File: src/rtl/pipe_hazard_ctrl_if.sv
// Control bundle between the 5-stage pipeline datapath and its hazard sequencer.
// The datapath side (master) reports hazard sources and the memory handshake.
// The sequencer side (slave) returns the register enables, flushes and status.
interface pipe_hazard_ctrl_if #(
   parameter int CNT_W = 16
);
   // Hazard sources from the datapath
   logic [4:0]       id_rs;
   logic [4:0]       id_rt;
   logic [4:0]       id_ex_rt;
   logic             id_ex_memread;
   logic             ex_branch;
   logic             ex_m_memread;
   logic             ex_m_memwrite;
   logic             mem_ready;

   // Pipeline controls and status back to the datapath
   logic             pc_en;
   logic             if_id_en;
   logic             if_id_flush;
   logic             id_ex_en;
   logic             id_ex_flush;
   logic             ex_m_en;
   logic             m_wb_bubble;
   logic             mem_req;
   logic             mem_timeout;
   logic [CNT_W-1:0] stall_cnt;

   modport master (
      output id_rs, id_rt, id_ex_rt, id_ex_memread, ex_branch,
             ex_m_memread, ex_m_memwrite, mem_ready,
      input  pc_en, if_id_en, if_id_flush, id_ex_en, id_ex_flush,
             ex_m_en, m_wb_bubble, mem_req, mem_timeout, stall_cnt
   );

   modport slave (
      input  id_rs, id_rt, id_ex_rt, id_ex_memread, ex_branch,
             ex_m_memread, ex_m_memwrite, mem_ready,
      output pc_en, if_id_en, if_id_flush, id_ex_en, id_ex_flush,
             ex_m_en, m_wb_bubble, mem_req, mem_timeout, stall_cnt
   );
endinterface

File: src/rtl/pipe_hazard_ctrl.sv
// Pipeline sequencer for the 5-stage MIPS core.
// Handles load-use stalls, taken branch/jump flushes and variable-latency data
// memory waits. A memory that never answers parks the core in a sticky ERROR state.
// stall_cnt counts cycles in which the PC was held, saturating at all-ones.
module pipe_hazard_ctrl #(
   parameter int MEM_TIMEOUT = 255,
   parameter int CNT_W       = 16
) (
   input  logic               clk,
   input  logic               rst_n,
   pipe_hazard_ctrl_if.slave  bus
);

   localparam int                TO_W    = $clog2(MEM_TIMEOUT + 1);
   localparam logic [TO_W-1:0]   TO_LAST = TO_W'(MEM_TIMEOUT - 1);
   localparam logic [CNT_W-1:0]  CNT_MAX = '1;

   typedef enum logic [1:0] {
      ST_RUN      = 2'd0,
      ST_MEM_WAIT = 2'd1,
      ST_ERROR    = 2'd2
   } state_t;

   state_t            state_q, state_d;
   logic [TO_W-1:0]   to_cnt_q, to_cnt_d;
   logic [CNT_W-1:0]  stall_cnt_q, stall_cnt_d;

   logic mem_access;
   logic load_use;

   logic pc_en;
   logic if_id_en;
   logic if_id_flush;
   logic id_ex_en;
   logic id_ex_flush;
   logic ex_m_en;
   logic m_wb_bubble;
   logic mem_req;
   logic mem_timeout;

   assign mem_access = bus.ex_m_memread | bus.ex_m_memwrite;

   // Register 0 is hardwired, so a load targeting it never creates a dependency.
   assign load_use = bus.id_ex_memread
                   & (bus.id_ex_rt != 5'd0)
                   & ((bus.id_ex_rt == bus.id_rs) | (bus.id_ex_rt == bus.id_rt));

   // Next-state, timeout counter and pipeline control decode.
   always_comb begin
      // NOTE: every signal gets a default before any branch so no path leaves it unassigned (no latch).
      state_d     = state_q;
      to_cnt_d    = to_cnt_q;
      pc_en       = 1'b1;
      if_id_en    = 1'b1;
      if_id_flush = 1'b0;
      id_ex_en    = 1'b1;
      id_ex_flush = 1'b0;
      ex_m_en     = 1'b1;
      m_wb_bubble = 1'b0;
      mem_req     = 1'b0;
      mem_timeout = 1'b0;

      // While reset is held the defaults above apply, so a request drops at once.
      if (rst_n) begin
         unique case (state_q)
            ST_RUN: begin
               mem_req = mem_access;
               if (mem_access && !bus.mem_ready) begin
                  // Memory not done: freeze everything and bubble M/WB.
                  pc_en       = 1'b0;
                  if_id_en    = 1'b0;
                  id_ex_en    = 1'b0;
                  ex_m_en     = 1'b0;
                  m_wb_bubble = 1'b1;
                  to_cnt_d    = '0;
                  state_d     = ST_MEM_WAIT;
               end else if (bus.ex_branch) begin
                  // Wrong-path instructions in IF/ID and ID/EX are discarded;
                  // a load-use match on a discarded instruction is irrelevant.
                  if_id_flush = 1'b1;
                  id_ex_flush = 1'b1;
               end else if (load_use) begin
                  // Hold PC and IF/ID one cycle while a bubble enters ID/EX.
                  pc_en       = 1'b0;
                  if_id_en    = 1'b0;
                  id_ex_flush = 1'b1;
               end
            end

            ST_MEM_WAIT: begin
               mem_req = 1'b1;
               if (bus.mem_ready) begin
                  // Access completes: let EX/M advance and resume.
                  state_d = ST_RUN;
               end else begin
                  pc_en       = 1'b0;
                  if_id_en    = 1'b0;
                  id_ex_en    = 1'b0;
                  ex_m_en     = 1'b0;
                  m_wb_bubble = 1'b1;
                  if (to_cnt_q == TO_LAST) begin
                     state_d = ST_ERROR;
                  end else begin
                     to_cnt_d = to_cnt_q + 1'b1;
                  end
               end
            end

            ST_ERROR: begin
               pc_en       = 1'b0;
               if_id_en    = 1'b0;
               id_ex_en    = 1'b0;
               ex_m_en     = 1'b0;
               m_wb_bubble = 1'b1;
               mem_timeout = 1'b1;
            end

            default: begin
               state_d = ST_RUN;
            end
         endcase
      end
   end

   // Stall counter: count held-PC cycles, saturate, and freeze once in ERROR.
   always_comb begin
      stall_cnt_d = stall_cnt_q;
      if (state_q != ST_ERROR && !pc_en && stall_cnt_q != CNT_MAX) begin
         stall_cnt_d = stall_cnt_q + 1'b1;
      end
   end

   // State, timeout counter and stall counter registers.
   always_ff @(posedge clk or negedge rst_n) begin
      if (!rst_n) begin
         state_q     <= ST_RUN;
         to_cnt_q    <= '0;
         stall_cnt_q <= '0;
      end else begin
         // NOTE: sequential state uses non-blocking assignments so all registers update from pre-edge values.
         state_q     <= state_d;
         to_cnt_q    <= to_cnt_d;
         stall_cnt_q <= stall_cnt_d;
      end
   end

   assign bus.pc_en       = pc_en;
   assign bus.if_id_en    = if_id_en;
   assign bus.if_id_flush = if_id_flush;
   assign bus.id_ex_en    = id_ex_en;
   assign bus.id_ex_flush = id_ex_flush;
   assign bus.ex_m_en     = ex_m_en;
   assign bus.m_wb_bubble = m_wb_bubble;
   assign bus.mem_req     = mem_req;
   assign bus.mem_timeout = mem_timeout;
   assign bus.stall_cnt   = stall_cnt_q;

endmodule

File: src/flat_wrapper.sv
// flat-port wrapper written by rule: the top's interface ports become plain ports
module pipe_hazard_ctrl_flat 
#(
   parameter int MEM_TIMEOUT = 255,
   parameter int CNT_W       = 16
)
  (clk, rst_n, bus_id_rs, bus_id_rt, bus_id_ex_rt, bus_id_ex_memread, bus_ex_branch, bus_ex_m_memread, bus_ex_m_memwrite, bus_mem_ready, bus_pc_en, bus_if_id_en, bus_if_id_flush, bus_id_ex_en, bus_id_ex_flush, bus_ex_m_en, bus_m_wb_bubble, bus_mem_req, bus_mem_timeout, bus_stall_cnt);
  pipe_hazard_ctrl_if #(.CNT_W(CNT_W)) bus_i ();
  input  logic clk;
  input  logic rst_n;
  input wire logic [$bits(bus_i.id_rs)-1:0] bus_id_rs;
  input wire logic [$bits(bus_i.id_rt)-1:0] bus_id_rt;
  input wire logic [$bits(bus_i.id_ex_rt)-1:0] bus_id_ex_rt;
  input wire logic [$bits(bus_i.id_ex_memread)-1:0] bus_id_ex_memread;
  input wire logic [$bits(bus_i.ex_branch)-1:0] bus_ex_branch;
  input wire logic [$bits(bus_i.ex_m_memread)-1:0] bus_ex_m_memread;
  input wire logic [$bits(bus_i.ex_m_memwrite)-1:0] bus_ex_m_memwrite;
  input wire logic [$bits(bus_i.mem_ready)-1:0] bus_mem_ready;
  output wire logic [$bits(bus_i.pc_en)-1:0] bus_pc_en;
  output wire logic [$bits(bus_i.if_id_en)-1:0] bus_if_id_en;
  output wire logic [$bits(bus_i.if_id_flush)-1:0] bus_if_id_flush;
  output wire logic [$bits(bus_i.id_ex_en)-1:0] bus_id_ex_en;
  output wire logic [$bits(bus_i.id_ex_flush)-1:0] bus_id_ex_flush;
  output wire logic [$bits(bus_i.ex_m_en)-1:0] bus_ex_m_en;
  output wire logic [$bits(bus_i.m_wb_bubble)-1:0] bus_m_wb_bubble;
  output wire logic [$bits(bus_i.mem_req)-1:0] bus_mem_req;
  output wire logic [$bits(bus_i.mem_timeout)-1:0] bus_mem_timeout;
  output wire logic [$bits(bus_i.stall_cnt)-1:0] bus_stall_cnt;
  assign bus_i.id_rs = bus_id_rs;
  assign bus_i.id_rt = bus_id_rt;
  assign bus_i.id_ex_rt = bus_id_ex_rt;
  assign bus_i.id_ex_memread = bus_id_ex_memread;
  assign bus_i.ex_branch = bus_ex_branch;
  assign bus_i.ex_m_memread = bus_ex_m_memread;
  assign bus_i.ex_m_memwrite = bus_ex_m_memwrite;
  assign bus_i.mem_ready = bus_mem_ready;
  assign bus_pc_en = bus_i.pc_en;
  assign bus_if_id_en = bus_i.if_id_en;
  assign bus_if_id_flush = bus_i.if_id_flush;
  assign bus_id_ex_en = bus_i.id_ex_en;
  assign bus_id_ex_flush = bus_i.id_ex_flush;
  assign bus_ex_m_en = bus_i.ex_m_en;
  assign bus_m_wb_bubble = bus_i.m_wb_bubble;
  assign bus_mem_req = bus_i.mem_req;
  assign bus_mem_timeout = bus_i.mem_timeout;
  assign bus_stall_cnt = bus_i.stall_cnt;
  pipe_hazard_ctrl #(.MEM_TIMEOUT(MEM_TIMEOUT), .CNT_W(CNT_W)) u_core (.clk(clk), .rst_n(rst_n), .bus(bus_i));
endmodule
File: config.mk
export PLATFORM = sky130hd
export DESIGN_NAME = pipe_hazard_ctrl_flat
export DESIGN_NICKNAME = d
export VERILOG_FILES = /design/src/rtl/pipe_hazard_ctrl_if.sv /design/src/rtl/pipe_hazard_ctrl.sv /design/src/flat_wrapper.sv
export SDC_FILE = /design/constraint.sdc
export NUM_CORES = 1
export LEC_CHECK = 0
export CAP_MARGIN = 0
export CORE_ASPECT_RATIO = 0.5
export CORE_MARGIN = 2
export CORE_UTILIZATION = 50
export DETAILED_ROUTE_END_ITERATION = 16
export PLACE_DENSITY = 0.92
export SYNTH_ARGS = -nofsm -noshare
export SYNTH_HDL_FRONTEND = slang
export SYNTH_SLANG_ARGS = --single-unit
export TNS_END_PERCENT = 20
File: constraint.sdc
create_clock -name clk -period 4.5 [get_ports clk]
set_clock_uncertainty 0.2 [all_clocks]
set_input_delay 0.9 -clock clk [delete_from_list [all_inputs] [get_ports clk]]
set_output_delay 0.9 -clock clk [all_outputs]
set_load 0.05 [all_outputs]
==> run metrics, run 1 <==
outcome=completed; GPL Wtd Cong=0.816; share of the synthesized area in the top cell type=41.3%; Slew Limit Headroom=29.8%; Crit path required time=3400 ps; Reg2Reg Depth=6; peak supply drop=0.000482 V; CTS sink count=26; critical path, cell by cell=clkdlybuf4s50_1 -> or4_4 -> o21ai_2 -> and2b_2 -> a41oi_1 -> buf_12; Post-Syn Area=1570 um^2; crit end category=primary output; core area=3000 um^2; via count=1381; Pwr Density=377 nW/um^2; HP Start=u_core.bus.stall_cnt[15]$_DFFE_PN0P_; FF-to-FF setup slack=1940 ps; Max Slew Vio Count=0; clock tree buffer depth=2; number of global-route vias before repair=1374; Sequential cell area=651 um^2; Routed Wire Length=3830 um; Inserted Clock Buffers=3; most frequent cells in the layout=clkdlybuf4s50_1, dfrtp_1, xor2_1; commonest non-fill, non-tap cell in the layout=clkdlybuf4s50_1; setup_tns=0 ps; FF-to-FF End=u_core.bus.stall_cnt[1]$_DFFE_PN0P_; hold crit path type=reg -> reg; number of buffers inserted by port buffering=46; Hold Path Cell Cnt=1; H-tree depth=1; via density per instance=5.46; CP Data Arrival Time=3080 ps; post-DP HPWL=2890 um; Worst setup SP type=primary input; Distinct cells, synth=40; slowest CP cell=or4_4; Rows=14; Most used DFF post-synth=dfrtp_1; I/O pin cnt=47; hold path endpoint=u_core.bus.stall_cnt[15]$_DFFE_PN0P_; post-DR wirelength/cell=15.1 um; drt pass-1 iters=4; EDFF count, synth=0; max incr delay on CP=550 ps; Remaining DRCs=0; ANT nets after route=0; Post-Syn Nets=190; largest area contributor in the netlist=dfrtp_1; top cells by area, synth=dfrtp_1, xor2_1, xnor2_1, nand3_1, nor2_2; Final Critical Period=4180 ps; worst skew pair latency=280 ps; ant diodes=0; Final #Nets=239; Post-CTS Hold Fix Bufs=0; max capacitance violation total=0; crit path max fanout=3; Post-synth ARST share=100%; CP startpoint=bus_id_ex_rt[3]; Mapped Cells=165; share of layout cells above drive strength 1=15.0%; CTS tree=yes; Initial DRC Count=44; GRT overflow=0; hold slack=302 ps; Final Setup Violations=0; Post-CTS Setup Bufs=0; Die Y=43.7 um; Starting Density=52.5%; initial antenna violation count=0; worst setup path class=in -> out; Placed Instance Area=2120 um^2; Multi-input gate area=870 um^2; root cell of the clock tree=clkbuf_8; Die Span X=83.3 um; RSZ-0062 raised after global routing=false; Yosys reg bits=26; register area share after synthesis=41.3%; final core utilization=72.5%; Reg clk slew, reported paths=90 ps; RR Startpoint=u_core.bus.stall_cnt[0]$_DFFE_PN0P_; Fin. Hold Viols=0; Avg Inst Size Synth=9.54 um^2; fill count=196; largest net degree at the start of global routing=17; FMAX=239 MHz; post-CTS sizing=0; post-route cell area=2170 um^2; yosys warns=0; GRT Total Usage=21.7%; Area Overhead vs Synth=38.0%; fin crit share=93.0%; Leak Pwr=0.930 nW; global-route wire length before repair=6190 um; die area=3640 um^2; Worst Max-Slew Pin Slew=1040 ps
-- power by group --
group / internal (mW) / leakage (nW) / switching, mW / total [mW]
registers: 0.273 / 0.337 / 0.0501 / 0.323
logic: 0.132 / 0.564 / 0.211 / 0.343
clock network: 0.0783 / 0.0288 / 0.0739 / 0.152
-- cells by family after synthesis --
group / count (synthesis) / share of synthesized area (%)
xor+xnor: 30 / 16.7
fa+ha+maj: 3 / 2.38
buf+inv: 9 / 3.42
compound gates: 17 / 8.27
simple gates: 77 / 25.8
mux: 3 / 2.07
flops: 26 / 41.3
-- how the worst max path moves through the flow --
stage | cells past startpoint | slack, ps | end
2_1_floorplan | 5 | 280 | bus_pc_en
3_3_place_gp | 6 | 400 | bus_if_id_en
3_5_place_dp | 6 | 340 | bus_pc_en
4_1_cts | 6 | 310 | bus_pc_en
5_1_grt | 6 | 230 | bus_pc_en
6_report | 6 | 320 | bus_pc_en
-- state kept, by name, summed over array words and instances, names as in the netlist --
signal,flops
u_core.bus.stall_cnt,16
u_core.state_q,2
u_core.to_cnt_q,8
-- through the flow --
stage               setup WS [ps]  power, mW  instances
floorplan                     284      0.538        165
global placement              400      0.657        249
detailed placement            338      0.670        249
CTS                           312      0.821        253
global route                  229      0.854        253
finish                        315      0.818        253
-- per-layer routing --
metal | vias to the layer above | part of all wire [%] | track usage [%]
met5 | - | 0 | 0
met1 | 671 | 42 | 26.4
met3 | 14 | 3.0 | 3.81
li1 | 661 | - | -
met2 | 35 | 51 | 39.8
met4 | 0 | 3.3 | 8.52
-- cell type report --
class	count	share of cell area, %
repair buffers	48	24.3
inverters	5	0.864
multi-input cells	130	40.0
clock buffers	4	2.53
well taps	40	2.30
flip-flops and latches	26	30.0
-- Yosys cell counts, types with 2 or more instances --
cell     instances
nand3_1         16
nor3_1           4
ha_1             3
and3_1           3
nor4_1           2
inv_1            5
o21ai_0          3
xnor2_1         13
nor2_1          14
a21oi_1          3
xor2_1          17
nor2b_1          5
nand4_1          4
nand2_1         12
dfrtp_1         26
nor2_2           9
buf_4            2
mux2_2           2
-- worst max-delay path: cells and delay by family --
family	cells	cell delay, ps
AOI/OAI and AO/OA	2	670
buffers and inverters	2	690
and+or+nand+nor	2	820
No activity file was read; power rests on OpenSTA's default activity.
==> run 2: changes to the inputs <==
--- a/config.mk
+++ b/config.mk
@@ -8,9 +8,10 @@
 export CAP_MARGIN = 0
 export CORE_ASPECT_RATIO = 0.5
 export CORE_MARGIN = 2
-export CORE_UTILIZATION = 50
+export CORE_UTILIZATION = 42
 export DETAILED_ROUTE_END_ITERATION = 16
-export PLACE_DENSITY = 0.92
+export PLACE_DENSITY = 0.83
+export SLEW_MARGIN = 5
 export SYNTH_ARGS = -nofsm -noshare
 export SYNTH_HDL_FRONTEND = slang
 export SYNTH_SLANG_ARGS = --single-unit
==> constraint.sdc (replaced) <==
create_clock -name clk -period 3.7 [get_ports clk]
set_clock_uncertainty 0.2 [all_clocks]
set_input_delay 0.74 -clock clk [delete_from_list [all_inputs] [get_ports clk]]
set_output_delay 0.74 -clock clk [all_outputs]
set_load 0.05 [all_outputs]
==> run metrics, run 2 (same netlist as run 1, synthesis figures left out) <==
outcome=completed; Inserted Clock Buffers=3; Slew Limit Headroom=66.0%; crit end category=primary output; Die Y=47.3 um; H-tree depth=1; initial antenna violation count=0; Max Slew Vio Count=0; post-DP HPWL=3060 um; Final Setup Violations=0; Leak Pwr=0.964 nW; Fin. Hold Viols=0; max capacitance violation total=0; Reg clk slew, reported paths=100 ps; FMAX=277 MHz; number of global-route vias before repair=1363; met3 wire length=87 um; Post-CTS Setup Bufs=0; root cell of the clock tree=clkbuf_8; via density per instance=5.22; Starting Density=44.8%; Worst setup SP type=primary input; RSZ-0062 raised after global routing=false; crit path max fanout=3; top layer in use=met4; CTS sink count=26; most frequent cells in the layout=clkdlybuf4s50_1, dfrtp_1, xor2_1; post-DR wirelength/cell=14.6 um; hold crit path type=reg -> reg; M1 WL=1670 um; Remaining DRCs=0; FF-to-FF End=u_core.bus.stall_cnt[1]$_DFFE_PN0P_; die area=4280 um^2; ANT nets after route=0; I/O pin cnt=47; Final #Nets=244; Pwr Density=468 nW/um^2; CTS tree=yes; GRT overflow=0; largest net degree at the start of global routing=25; Area Overhead vs Synth=43.6%; CP startpoint=bus_id_ex_rt[0]; drt pass-1 iters=5; worst skew pair latency=280 ps; GPL Wtd Cong=0.778; fin crit share=97.4%; number of buffers inserted by port buffering=46; core area=3510 um^2; Worst Max-Slew Pin Slew=508 ps; Post-CTS Hold Fix Bufs=0; Crit path required time=2760 ps; final core utilization=64.4%; via count=1405; ant diodes=0; max reg flops=16; global-route wire length before repair=6260 um; clock tree buffer depth=2; Reg2Reg Depth=7; Initial DRC Count=29; Hold Path Cell Cnt=1; GRT Total Usage=18.9%; worst setup path class=in -> out; RR Startpoint=u_core.bus.stall_cnt[0]$_DFFE_PN0P_; setup_tns=0 ps; peak supply drop=0.000439 V; share of layout cells above drive strength 1=17.4%; Rows=15; Routed Wire Length=3920 um; DR WL met2=2100 um; Die Span X=90.6 um; commonest non-fill, non-tap cell in the layout=clkdlybuf4s50_1; HP Start=u_core.bus.stall_cnt[10]$_DFFE_PN0P_; fill count=281; FF-to-FF setup slack=1280 ps; Final Critical Period=3600 ps; crit path to=bus_pc_en; CP Data Arrival Time=2660 ps; post-CTS sizing=0
## run 2: changes by cell type in the layout (fill, tap and decap cells not counted)
cell	before	now
a41oi_2	0	1
buf_12	6	7
clkbuf_8	4	3
bufinv_16	0	1
buf_4	5	9
a41oi_1	1	0
## run 2: metrics by stage
stage | std cells | power [mW] | cell area, um^2 | worst slack (ps) | hold WS, ps
final | 269 | 1.06 | 2260 | 96.1 | 307
after global routing | 269 | 1.10 | 2260 | 44.2 | 331
after CTS | 269 | 1.06 | 2260 | 93.6 | 308
after detailed placement | 265 | 0.823 | 2190 | 100 | 290
after global placement | 265 | 0.807 | 2190 | 146 | 280
after floorplan | 165 | 0.655 | 1580 | 173 | 244
## run 2: metal layers
| metal | vias to the layer above | GRT usage, % |
|---|---|---|
| met5 | - | 0 |
| met1 | 706 | 22.0 |
| met3 | 8 | 4.17 |
| li1 | 672 | - |
| met4 | 0 | 5.23 |
| met2 | 19 | 37.2 |
## run 2: worst max-delay path, cell delays in order
cell and delay, ps:
clkdlybuf4s50_1 470, or4_4 560, o21ai_2 140, and2b_2 250, a41oi_2 320, buf_12 190
## run 2: worst min path at each step
stage / endpoint
3_5_place_dp: u_core.bus.stall_cnt[10]$_DFFE_PN0P_
2_1_floorplan: u_core.bus.stall_cnt[0]$_DFFE_PN0P_
4_1_cts: u_core.bus.stall_cnt[5]$_DFFE_PN0P_
6_report: u_core.bus.stall_cnt[10]$_DFFE_PN0P_
5_1_grt: u_core.bus.stall_cnt[5]$_DFFE_PN0P_
3_3_place_gp: u_core.bus.stall_cnt[10]$_DFFE_PN0P_
## run 2: power by group
part / total [mW] / leakage, nW / switching, mW / internal (mW)
sequential: 0.393 / 0.337 / 0.0619 / 0.331
combinational: 0.425 / 0.592 / 0.259 / 0.166
clock: 0.239 / 0.0357 / 0.0938 / 0.145
total: 1.06 / 0.964 / 0.415 / 0.642
## run 2: cell type report
cell class | instances | area (um^2) | share of cell area [%]
Timing Repair Buffer | 53 | 578 | 25.6
Sequential cell | 26 | 651 | 28.8
Clock inverter | 1 | 30.0 | 1.33
Multi-Input combinational cell | 130 | 877 | 38.8
Clock buffer | 3 | 41.3 | 1.83
Inverter | 5 | 18.8 | 0.831
Tap cell | 51 | 63.8 | 2.82
